## src/rtl/enemy_fire_scheduler.sv

```systemverilog
// enemy_fire_scheduler
// Picks when and from where an enemy missile is launched. Every FIRE_INTERVAL
// frames it chooses a start column. The choice alternates between the column
// above the player and an LFSR-derived column. It then walks the columns,
// one per frame, until it finds a live one. The shot leaves from the lowest
// live enemy in that column and goes to the lowest-numbered free missile slot.
//
// Ports:
//   vsync        frame tick, the only clock
//   reset        synchronous, active-high
//   state        game state; the scheduler only runs in state 1
//   playerX      player left X
//   enemy_status alive bits, [col][row], row 5 is lowest on screen
//   enemy_offset X offset of the enemy array
//   slot_busy    per-slot "missile in flight" flags from the movers
//   fire         one-cycle launch pulse
//   fire_slot    slot index for the launch (held until the next launch)
//   fireX/fireY  launch coordinates (held until the next launch)
module enemy_fire_scheduler #(
  parameter int         NUM_SLOTS     = 3,
  parameter logic [7:0] FIRE_INTERVAL = 8'd60
) (
  input  logic                 vsync,
  input  logic                 reset,
  input  logic [3:0]           state,
  input  logic [9:0]           playerX,
  input  logic [9:0][5:0]      enemy_status,
  input  logic [9:0]           enemy_offset,
  input  logic [NUM_SLOTS-1:0] slot_busy,
  output logic                 fire,
  output logic [1:0]           fire_slot,
  output logic [9:0]           fireX,
  output logic [9:0]           fireY
);

  typedef enum logic [1:0] {IDLE, SELECT, SEARCH, SLOT} fsm_t;

  fsm_t       fsm, fsm_nxt;
  logic [7:0] timer, timer_nxt;
  logic       aim_next, aim_nxt;
  logic [7:0] lfsr, lfsr_nxt;
  logic [3:0] cur, cur_nxt;
  logic [3:0] cnt, cnt_nxt;
  logic       fire_nxt;
  logic [1:0] slot_nxt;
  logic [9:0] x_nxt, y_nxt;

  // Only the column index bits of playerX matter.
  logic unused_playerx;
  assign unused_playerx = ^playerX[5:0];

  assign lfsr_nxt = {lfsr[6:0], lfsr[7] ^ lfsr[5] ^ lfsr[4] ^ lfsr[3]};

  // Start-column candidates: aimed column clamped to 9, LFSR column folded into 0..9.
  logic [3:0] aim_col, rnd_col;
  assign aim_col = (playerX[9:6] > 4'd9) ? 4'd9 : playerX[9:6];
  assign rnd_col = (lfsr[3:0] >= 4'd10) ? (lfsr[3:0] - 4'd10) : lfsr[3:0];

  // Lowest live enemy in the column under inspection = highest set row bit.
  logic [5:0] col_bits;
  logic [2:0] row;
  assign col_bits = enemy_status[cur];

  always_comb begin
    row = 3'd0;
    for (int i = 0; i < 6; i++)
      if (col_bits[i]) row = 3'(i);
  end

  // Lowest free slot. Scanning downward lets the lowest index win.
  logic       any_free;
  logic [1:0] free_idx;

  always_comb begin
    any_free = 1'b0;
    free_idx = 2'd0;
    for (int i = NUM_SLOTS - 1; i >= 0; i--)
      if (!slot_busy[i]) begin
        any_free = 1'b1;
        free_idx = 2'(i);
      end
  end

  always_comb begin
    fsm_nxt   = fsm;
    timer_nxt = timer;
    aim_nxt   = aim_next;
    cur_nxt   = cur;
    cnt_nxt   = cnt;
    fire_nxt  = 1'b0;
    slot_nxt  = fire_slot;
    x_nxt     = fireX;
    y_nxt     = fireY;
    if (state != 4'd1) begin
      // Outside normal play: abandon any attempt and restart the interval later.
      fsm_nxt   = IDLE;
      timer_nxt = 8'd0;
    end else begin
      case (fsm)
        IDLE: begin
          if (timer == FIRE_INTERVAL - 8'd1) begin
            timer_nxt = 8'd0;
            fsm_nxt   = SELECT;
          end else begin
            timer_nxt = timer + 8'd1;
          end
        end
        SELECT: begin
          cur_nxt = aim_next ? aim_col : rnd_col;
          cnt_nxt = 4'd0;
          aim_nxt = ~aim_next;
          fsm_nxt = SEARCH;
        end
        SEARCH: begin
          if (col_bits != 6'd0) begin
            y_nxt   = 10'd64 + {2'b00, row, 5'b00000};
            x_nxt   = {cur, 6'b000000} + enemy_offset + 10'd16;
            fsm_nxt = SLOT;
          end else if (cnt == 4'd9) begin
            // Every column has been inspected: the array is empty.
            fsm_nxt = IDLE;
          end else begin
            cur_nxt = (cur == 4'd9) ? 4'd0 : cur + 4'd1;
            cnt_nxt = cnt + 4'd1;
          end
        end
        SLOT: begin
          timer_nxt = 8'd0;
          if (any_free) begin
            slot_nxt = free_idx;
            fire_nxt = 1'b1;
            fsm_nxt  = IDLE;
          end
        end
        default: fsm_nxt = IDLE;
      endcase
    end
  end

  always_ff @(posedge vsync) begin
    if (reset) begin
      fsm       <= IDLE;
      timer     <= 8'd0;
      aim_next  <= 1'b1;
      lfsr      <= 8'hA5;
      cur       <= 4'd0;
      cnt       <= 4'd0;
      fire      <= 1'b0;
      fire_slot <= 2'd0;
      fireX     <= 10'd0;
      fireY     <= 10'd0;
    end else begin
      fsm       <= fsm_nxt;
      timer     <= timer_nxt;
      aim_next  <= aim_nxt;
      lfsr      <= lfsr_nxt;
      cur       <= cur_nxt;
      cnt       <= cnt_nxt;
      fire      <= fire_nxt;
      fire_slot <= slot_nxt;
      fireX     <= x_nxt;
      fireY     <= y_nxt;
    end
  end

endmodule

```

## config.mk

```make
export PLATFORM = sky130hd
export DESIGN_NAME = enemy_fire_scheduler
export DESIGN_NICKNAME = d
export VERILOG_FILES = /design/src/rtl/enemy_fire_scheduler.sv
export SDC_FILE = /design/constraint.sdc
export NUM_CORES = 1
export LEC_CHECK = 0
export ABC_AREA = 1
export CORE_MARGIN = 2
export CORE_UTILIZATION = 46
export CTS_CLUSTER_SIZE = 25
export DETAILED_ROUTE_END_ITERATION = 7
export PLACE_DENSITY = 0.94
export SYNTH_ARGS = -nofsm -noshare
export SYNTH_HDL_FRONTEND = slang
export SYNTH_SLANG_ARGS = --single-unit
export TNS_END_PERCENT = 50
```

## constraint.sdc

```tcl
create_clock -name vsync -period 2.6 [get_ports vsync]
set_clock_uncertainty 0.2 [all_clocks]
set_input_delay 0.26 -clock vsync [delete_from_list [all_inputs] [get_ports vsync]]
set_output_delay 0.26 -clock vsync [all_outputs]
set_load 0.1 [all_outputs]
```

After elaboration in Yosys (flattened, before gate mapping)
Index checks and enable logic that the tools add are counted.

storage, ports and cells
  register bits = 50
  memories = 0
  bits in read-only memories = 0
  latch bits = 0
  input bits = 89
  output and inout bits = 23
  memory bits (writable) = 0
  logic and storage cells = 80

operators by class
  $add $sub $neg = 7
  multiply operators = 0
  magnitude comparators = 3
  muxes and demuxes = 31
  bitwise gates (word level) = 6
  reduce and logical (&&, ||, !) cells = 11
  divide/modulo/power cells = 0
  shift-type cells = 0
  eq/ne operators = 12

operator list
  operator                 count
  $mux W4                  8
  $bmux W6 S4              1
  $pmux W4 S2              2
  $pmux W8 S2              1
  $mux W2                  7
  $mux W3                  4
  $add A10 B10 Y10         1
  $add A10 B5 Y10 const B  1
  $add A7 B8 Y9 const A    1
  $reduce_and A3 Y1        3
  $add A4 B1 Y4 const B    2
  $add A8 B1 Y8 const B    1
  $eq A4 B4 Y1 const B     2
  $eq A8 B6 Y1 const B     1
  $mux W8                  1
  $ne A2 B2 Y1 const B     4
  $pmux W2 S4              1
  $mux W6                  1
  $reduce_bool A6 Y1       1
  $lt A4 B5 Y1 const B     1
  $mux W1                  5
  $eq A2 B2 Y1 const B     2
  $ge A4 B4 Y1 const B     1
  $gt A4 B4 Y1 const B     1
  12 further kinds         17

Logic depth before layout (Yosys ltp)
  depth after elaboration = 8
  gate-level depth with buffers = 16
  depth with buffers taken out = 14

Worst setup path before layout
No wires, ideal clock.

  kind = reg-to-reg
  from = reg cur[0]
  to = reg fireY[7]
  period minus slack after synthesis = 1,951 ps
  path slack = 649 ps
  data required time = 2,261 ps
  buffers on the path = 3
  data arrival time = 1,612 ps
  setup time = 139 ps
  stages on the path, launching flop included = 17
  path through = dfxtp_1 buf_6 inv_4 buf_6 nand2_2 nor2_1 nor2_1 nand2_1 nand3_2 nand2_2 nor2_4 nand3_4 nand3_4 inv_4 buf_12 nand2_2 a21oi_2

between the ends
  cells in the longest elaborated chain, start to end = 8
  elaborated cells between the ends (all ways) = 10
  those cells by class = add/sub (1); mux (7); reduce/logical (2)

ends and longest elaborated chain
  element                          line  RTL
  start: declaration               42    logic [3:0] cur, cur_nxt;
  start signal: assignment         157   cur <= cur_nxt;
  $bmux W6 S4 *                    62    assign col_bits = enemy_status[cur];
  $mux W6 (not written as such) *  62
  $mux W1                          67    if (col_bits[i]) row = 3'(i);
  $mux W3 (4 in series)            67
  $add A7 B8 Y9                    116   y_nxt = 10'd64 + {2'b00, row, 5'b00000};
  end signal: assignment           162   fireY <= y_nxt;
  end: declaration                 33    output logic [9:0] fireY

Mark *: on every way between the ends. The rest lies on a longest branch, timed or not. The select of a mux whose other input is x is not followed.
A chain may end at the register's enable or synchronous reset.

Worst setup path after layout
  from = reg cur[0]
  to = reg fireX[7]

between the ends
  cells in the longest elaborated chain, start to end = 4
  elaborated cells between the ends (all ways) = 6
  those cells by class = add/sub (2); mux (2); reduce/logical (2)

ends and longest elaborated chain
  element                                                                   line  RTL
  parallel branches: the longest is 4 deep, another holds $add A10 B10 Y10  n/a
  end signal: assignment                                                    161   fireX <= x_nxt;
  end: declaration                                                          32    output logic [9:0] fireX,

Several ways; the timed one is not identified. The select of a mux whose other input is x is not followed.

==> qor.csv <==
metric,value,unit
cp_data_arrival_time,2.35,ns
status,finished clean,
grt_pass1_wl,13000,um
antenna_cells,0,
report.final.setup_viol,0,
critical-path-max-stage-delay,0.44,ns
finalSetupTns,0,ns
ant_nets,0,
cts_htree_levels,2,
grt_start_max_net_pins,30,
globalRouteMet2Util,0.395,
timing.reg2reg.worst_path_depth,12,
critical_path.endpoint_type,flop,
synth_top_family_by_area,simple AND/OR/NAND/NOR gates,
timing.critical_path.cells,buf_4 -> nand2_1 -> nand3_2 -> nand3_1 -> nand3_1 -> nand2_1 -> nor2_4 -> nand3_4 -> nand3_4 -> buf_4 -> nand2_1 -> a21oi_2,
yosysUniqueCellTypes,43,
synthAdderAreaFrac,0.0551,
grt_use_met1,0.223,
worstSetupPathDepth,12,
port-buffer-count,99,
tritoncts,built,
starting_density_of_the_core,0.471,
timing.critical_path.from_type,flop,
layout_commonest_cell,sky130_fd_sc_hd__nand2_1,
timing.hold.worst.class,flop to flop,
drcViolationCount,0,
max_slew.worst_pin.slew,0.529,ns
row_count,30,
synthesis.area_per_instance,6.77,um2
core_area,0.00676,mm2
track_usage,0.209,
rd_place_congestion,0.837,
power_density,335,mW/mm2
dpl.hpwl,6210,um
layout_common_cells,"sky130_fd_sc_hd__nand2_1, sky130_fd_sc_hd__clkdlybuf4s50_1, sky130_fd_sc_hd__inv_1",
slew_headroom,0.647,
number_of_drc_violations_after_detailed_routing_iteration_0,121,
die_width,87.2,um
clock_path_buffers,2,
fraction_of_layout_instances_using_a_drive_strength_above_1,0.152,
final_core_util,0.623,
cts.sinks,44,
hold_viol_final,0,
synth_simple_gate_area_frac,0.383,
grt_busiest_layer,met2,
floorplan.die_area,0.00760,mm2
routed_wirelength,8170,um
muxShareOfSynthArea,0,
insertion_delay,0.30,ns
criticalPathCategory,flop to flop,
clock-root-buffer,sky130_fd_sc_hd__clkbuf_8,
critical-path-top-delay-family,simple AND/OR/NAND/NOR gates,
synth_seq_area_share,0.277,
floorplan.io_pins,112,
tritoncts.num_buffers,5,
fmax,0.433,GHz
clkTransAtPathRegs,0.08,ns
grt_setup_unrepaired,no,
max-cap-violations,0,
placed_cells_incl_taps,639,
die_height,87.2,um
avgViaCountPerCell,5.03,
groute.layer.met3.usage,0.0521,
grt_pass1_vias,3191,
critPathRequiredTime,2.64,ns
period_needed,2.31,ns
antenna_violations_before_repair,0,
post_drt_wl_per_cell,12.6,um
layout.cells.non_filler,647,
syn_to_final_growth,32.3,%
ir_worst_vdd,231,uV
synth.cell_area,0.00318,mm2
finalCritPeriodShare,0.888,
worst_hold_path.num_cells,1,
grt.overflow.total,0,
crit_buf_inv,2,
drt_first_pass_iters,5,
critPathSlowestCell,sky130_fd_sc_hd__dfxtp_1,
yosys.area_share.xor_xnor,0.0386,
power.static_leakage,1.88,nW
ffs_latches_synth,44,
yosys_warnings,0,
synth-compound-area-share,0.108,
most_frequent_cp_cell,sky130_fd_sc_hd__nand2_1,
vias,3253,
largest_fanout_of_any_net_on_the_critical_path,17,
timing.final.max_slew_violations,0,
syn-instance-count,470,
finish.net_count,669,
-- area by class of cell --
type / count / area (um2)
Timing Repair Buffer: 106 / 1000
Clock buffer: 8 / 90.1
Tap cell: 80 / 100
Sequential cell: 44 / 882
Fill cell: 580 / 2550
Multi-Input combinational cell: 343 / 1880
Inverter: 66 / 253
-- metal layers --
metal	wire (um)	up-vias
li1	-	1665
met1	3340	1447
met2	4030	127
met3	674	14
met4	134	0
met5	0	-
-- worst paths after layout --
check,endpoint,startpoint,slack (ns)
worst min register to register,lfsr[7]$_SDFF_PP1_,lfsr[6]$_SDFF_PP0_,0.22
worst max register to register,fireX[7]$_SDFFE_PP0P_,cur[0]$_SDFFE_PP0P_,0.29
worst min-delay path,lfsr[7]$_SDFF_PP1_,lfsr[6]$_SDFF_PP0_,0.22
worst max-delay path,fireX[7]$_SDFFE_PP0P_,cur[0]$_SDFFE_PP0P_,0.29
-- logic make-up (layout without fill, tap and decap cells) --
family                   Yosys count  count (layout)
AND/OR/NAND/NOR                  254             254
other                              1               6
flip-flops                        44              44
XOR/XNOR                          14              14
buffers and inverters             88             180
adder cells (fa/ha/maj)           14              14
AO/OA/AOI/OAI                     55              55
-- cells in the mapped netlist, drive strengths merged --
cell | count | area, um2
nand2 | 136 | 578
inv | 66 | 253
nor2 | 50 | 223
dfxtp | 44 | 881
nand3 | 44 | 255
a21oi | 32 | 198
buf | 19 | 171
ha | 14 | 175
o21ai | 12 | 60.1
xor2 | 11 | 96.3
nand4 | 9 | 56.3
or2 | 6 | 37.5
nor3 | 4 | 20.0
o211ai | 4 | 30.0
clkbuf | 3 | 11.3
nor4 | 3 | 33.8
xnor2 | 3 | 26.3
a31oi | 2 | 12.5
a211oi | 1 | 7.51
a22oi | 1 | 7.51
a31o | 1 | 8.76
conb | 1 | 3.75
nand3b | 1 | 7.51
nor3b | 1 | 7.51
o21bai | 1 | 7.51
o22ai | 1 | 12.5
-- stage by stage --
step / total power, W / hold slack [ns] / cell area [um2] / setup slack [ns]
after global placement: 0.000972 / 0.193 / 4120 / 0.271
after CTS: 0.00141 / 0.229 / 4210 / 0.152
final: 0.00141 / 0.224 / 4210 / 0.291
after floorplan: 0.000838 / 0.189 / 3200 / 0.649
after detailed placement: 0.000978 / 0.208 / 4120 / 0.181
after global routing: 0.00147 / 0.252 / 4210 / 0.113
-- state kept, by name (all words and copies together), names as in the netlist --
signal,flops
fireX,10
lfsr,8
timer,8
cnt,4
cur,4
fireY,4
fire_slot,2
fsm,2
aim_next,1
fire,1
-- power by group --
part           internal, W  total [W]  switching (W)
Sequential        0.000684   0.000690     0.00000605
Clock             0.000217   0.000445       0.000228
Combinational     0.000147   0.000275       0.000128
-- timing repair --
action / 4_1_cts / 5_1_grt
buffers inserted: 0 / 0
hold buffers: 0 / 0
endpoints found under the hold margin: 0 / 0
resized for setup: 0 / 1
endpoints found under the setup margin: 0 / 4
Note: power is estimated with default switching activity, not from simulation.
==> patch 1 (same flow settings) <==
Re-encode `fsm_t` (4 states) as one-hot, 4 bits wide.
--- a/src/rtl/enemy_fire_scheduler.sv
+++ b/src/rtl/enemy_fire_scheduler.sv
@@ -33,7 +33,7 @@
   output logic [9:0]           fireY
 );
 
-  typedef enum logic [1:0] {IDLE, SELECT, SEARCH, SLOT} fsm_t;
+  typedef enum logic [3:0] {IDLE = 4'b0001, SELECT = 4'b0010, SEARCH = 4'b0100, SLOT = 4'b1000} fsm_t;
 
   fsm_t       fsm, fsm_nxt;
   logic [7:0] timer, timer_nxt;
Formal check against the unedited RTL: no difference found for any inputs over 10 cycles, from zero or initial values and one cycle with reset high; not proved beyond that.
==> patch 1 against the original RTL <==
- non-clock buffer count decreased by 1
- synthesized area decreased by 0.87%
- critical endpoint is now fireX[6]$_SDFFE_PP0P_
- power increased by 1.4%
- first-iteration DRC count increased by 42%
- synthesized cell count increased by 8.3%
- final area increased by 0.42%
- routed wire length increased by 1.2%
- clock power decreased by 0.9%
- via count increased by 5.7%
- worst setup slack improved by 0.011 ns
- sequential cell count increased by 2
- combinational power decreased by 3%
==> patch 1: results (changes against the original RTL) <==
Run status
  – Outcome: completed (unchanged)

Clocking
  – Root Driver: clkbuf_8 (unchanged)
  – Clock latency on the worst-skew pair: between 0.2 and 0.3 ns

Place
  – Post-Place Worst Slack: 0.319 ns (was 0.181 ns)
  – GP Congestion: 0.863 (was 0.837)
  – Dpl cells: 679 (was 639)
  – Post-DP HPWL: 6430 µm (was 6210 µm)

Drt
  – Total number of vias: 3438 (was 3253)
  – Met2 routed WL: 4220 µm (was 4030 µm)
  – Drt total wl: 8270 µm (was 8170 µm)
  – Initial DRC Count: 172 (was 121)
  – Met3 WL: 383 µm (was 674 µm)
  – Met1 wire length: 3500 µm (was 3340 µm)
  – Drt pass-1 iters: 6 (was 5)

Worst setup path
  – R2R depth: 11 (was 12)
  – Top delay family on crit path: simple AND/OR/NAND/NOR gates (unchanged)
  – Arrival @ worst endpoint: 2.27 ns (was 2.35 ns)
  – Worst-path maximum fanout: 23 (was 17)
  – Max incr delay on CP: 0.57 ns (was 0.44 ns)

Global routing
  – GRT Total Usage: 0.219 (was 0.209)
  – First-pass GRT wire length: 13600 µm (was 13000 µm)
  – Antenna violations before repair: 0 (unchanged)
  – Vias in the first global route: 3210 (was 3191)
  – Grt total ovfl: 0 (unchanged)
  – Largest net degree at the start of global routing: 31 (was 30)

STA
  – Relative slew slack: 0.534 (was 0.647)

Yosys
  – Synth warnings: 0 (unchanged)
  – Post-synthesis cell type count: 40 (was 43)
  – Top cells by area, synth: dfxtp_1 (29%), nand2_1 (16%), inv_1 (10%) (was dfxtp_1 (28%), nand2_1 (13%), inv_1 (7.1%))
  – Syn Area/Cell: 6.19 µm² (was 6.77 µm²)
  – Sequential share of the synthesized area: 0.292 (was 0.277)
  – Commonest cells post-synth: nand2_1 (134), inv_1 (87), nor2_1 (67) (was nand2_1 (113), inv_1 (60), dfxtp_1 (44), nor2_1 (44), nand3_1 (40))
  – Dominant synthesized flop cell: dfxtp_1 (unchanged)

Power and ir drop
  – Peak supply drop: 0.261 mV (was 0.231 mV)
  – Pleak: 2.04 nW (was 1.88 nW)

Cells and area
  – Share of cells above drive strength 1: 0.0807 (was 0.152)
  – Nets: 704 (was 669)
  – Fillers: 579 (was 580)
  – Top flop regs: fireX x10, lfsr x8, timer x8 (unchanged)
  – Final Non-Filler Cells: 687 (was 647)

Worst hold path
  – Hold depth: 1 (unchanged)
## patch 1: layout make-up
type | instances | area share
Clock buffer | 7 | 0.0204
Clock inverter | 1 | 0.00118
Inverter | 90 | 0.0811
Multi-Input combinational cell | 358 | 0.418
Sequential cell | 46 | 0.218
Tap cell | 80 | 0.0237
Timing Repair Buffer | 105 | 0.238
## patch 1: per-layer routing
layer | up-vias | GRT usage
met5 | - | 0
met3 | 16 | 0.0371
met4 | 0 | 0.0653
met2 | 104 | 0.401
met1 | 1550 | 0.259
li1 | 1768 | -
## patch 1: power breakdown
group          internal, mW  switching [mW]
registers             0.714         0.00572
logic                 0.146           0.122
clock network         0.215           0.227
total                  1.07           0.355
## patch 1: metrics by stage
step	hold slack, ns	total power [mW]	area (µm²)
floorplan	0.147	0.864	3170
global placement	0.194	0.996	4140
detailed placement	0.206	1.00	4140
CTS	0.226	1.44	4230
global route	0.240	1.50	4230
finish	0.230	1.43	4230
## patch 1: logic make-up (layout without fill, tap and decap cells)
group / Yosys count / after routing / share of synthesized area
adders and majority gates: 9 / 9 / 0.0357
other: 1 / 6 / 0.00119
xor gates and xnor gates: 9 / 9 / 0.0250
DFF: 46 / 46 / 0.292
buffers and inverters: 110 / 203 / 0.154
and+or+nand+nor: 271 / 271 / 0.380
AOI/OAI and AO/OA: 63 / 63 / 0.112
## patch 1: path summary, 6_finish.rpt
path / start / endpoint / slack [ns]
worst max-delay path: cur[2]$_SDFFE_PP0P_ / fireX[6]$_SDFFE_PP0P_ / 0.30
worst min-delay path: lfsr[6]$_SDFF_PP0_ / lfsr[7]$_SDFF_PP1_ / 0.23
worst max register to register: cur[2]$_SDFFE_PP0P_ / fireX[6]$_SDFFE_PP0P_ / 0.30
worst min register to register: lfsr[6]$_SDFF_PP0_ / lfsr[7]$_SDFF_PP1_ / 0.23
==> patch 2 (config.mk and constraints unchanged) <==
Made on the original files. The parameter `NUM_SLOTS` goes from 3 to 5.
--- a/src/rtl/enemy_fire_scheduler.sv
+++ b/src/rtl/enemy_fire_scheduler.sv
@@ -17,7 +17,7 @@
 //   fire_slot    slot index for the launch (held until the next launch)
 //   fireX/fireY  launch coordinates (held until the next launch)
 module enemy_fire_scheduler #(
-  parameter int         NUM_SLOTS     = 3,
+  parameter int         NUM_SLOTS     = 5,
   parameter logic [7:0] FIRE_INTERVAL = 8'd60
 ) (
   input  logic                 vsync,
Interface: changed (resized slot_busy); port bits go from 112 to 114. No check against the original RTL was run, so the function may have changed too.
==> patch 2 against the original RTL <==
- sequential share of layout area is 0.22 points higher
- final area is 1.0% lower
- sequential cell count stayed put
- synthesized cell count is 1.9% higher
- routed wire length is 2.8% higher
- critical endpoint is now fireY[6]$_SDFFE_PP0P_
- utilization is 2.6 points higher
- worst setup slack worse by 0.12 ns
- synthesized area is 2.8% lower
- power is 0.43% higher
- global-route usage is 1.5 points higher
- hold slack worse by 0.0056 ns
- first-iteration DRC count is 49% higher
==> patch 2: results (changes against the original RTL) <==
Power and ir drop
  – Pleak: 1.90 nW (was 1.88 nW)
  – Peak supply drop: 0.291 mV (was 0.231 mV)
  – Sw Ratio: 0.259 (was 0.257)
  – Clk pwr share: 0.317 (was 0.315)

Yosys
  – Adder-Cell Fraction of Synth Area: 0.0567 (was 0.0551)
  – Synth Area in Compound Gates: 0.114 (was 0.108)
  – Post-Syn Area: 3090 µm² (was 3180 µm²)
  – Xor and xnor area share after synthesis: 0.0312 (was 0.0386)
  – Post-synthesis cell type count: 42 (was 43)
  – Commonest cells post-synth: nand2_1 (123), inv_1 (61), nor2_1 (51) (was nand2_1 (113), inv_1 (60), dfxtp_1 (44), nor2_1 (44), nand3_1 (40))

Global routing
  – Met1 Track Usage GR: 0.241 (was 0.223)
  – GRT Total Usage: 0.224 (was 0.209)
  – First-pass GRT wire length: 13700 µm (was 13000 µm)
  – GR Layer Usage met2: 0.422 (was 0.395)

STA
  – Relative slew slack: 0.659 (was 0.647)

Cells and area
  – Multi-input combinational area share: 0.435 (was 0.447)
  – Clk tree area frac: 0.0234 (was 0.0214)
  – CLK BUF: 6 (was 8)
  – Share of cells above drive strength 1: 0.106 (was 0.152)
  – Buffering overhead: 0.245 (was 0.238)
  – Fillers: 529 (was 580)
  – Area of the multi-input gates: 1810 µm² (was 1880 µm²)
  – Nets: 681 (was 669)

Run status
  – Outcome: completed (unchanged)

Place
  – Placed Instance Area: 4060 µm² (was 4120 µm²)
  – Post-DP HPWL: 6620 µm (was 6210 µm)

Drt
  – Met1 wire length: 3350 µm (was 3340 µm)
  – Drt total wl: 8400 µm (was 8170 µm)
  – Initial DRC Count: 180 (was 121)

Worst setup path
  – Worst-path maximum fanout: 15 (was 17)
patch 2: cell count changes after synthesis, moves of 4 or more:
cell / change
o21ai_0: +4
nand2_1: +10
a21oi_2: -7
o21ai_1: +9
nand4_1: -4
nand2_2: -20
nand3_1: +6
nor2_1: +7
nor2_2: +11
patch 2: repair_timing:
item	CTS	global route
resized for setup	0	3
setup endpoints to repair	0	1
setup buffers	0	0
patch 2: final timing paths:
check,end,startpoint,slack [ns],cells past startpoint
max reg2reg,fireY[6]$_SDFFE_PP0P_,cur[2]$_SDFFE_PP0P_,0.17,11
min reg2reg,lfsr[7]$_SDFF_PP1_,lfsr[6]$_SDFF_PP0_,0.22,1
max,fireY[6]$_SDFFE_PP0P_,cur[2]$_SDFFE_PP0P_,0.17,11
min,lfsr[7]$_SDFF_PP1_,lfsr[6]$_SDFF_PP0_,0.22,1
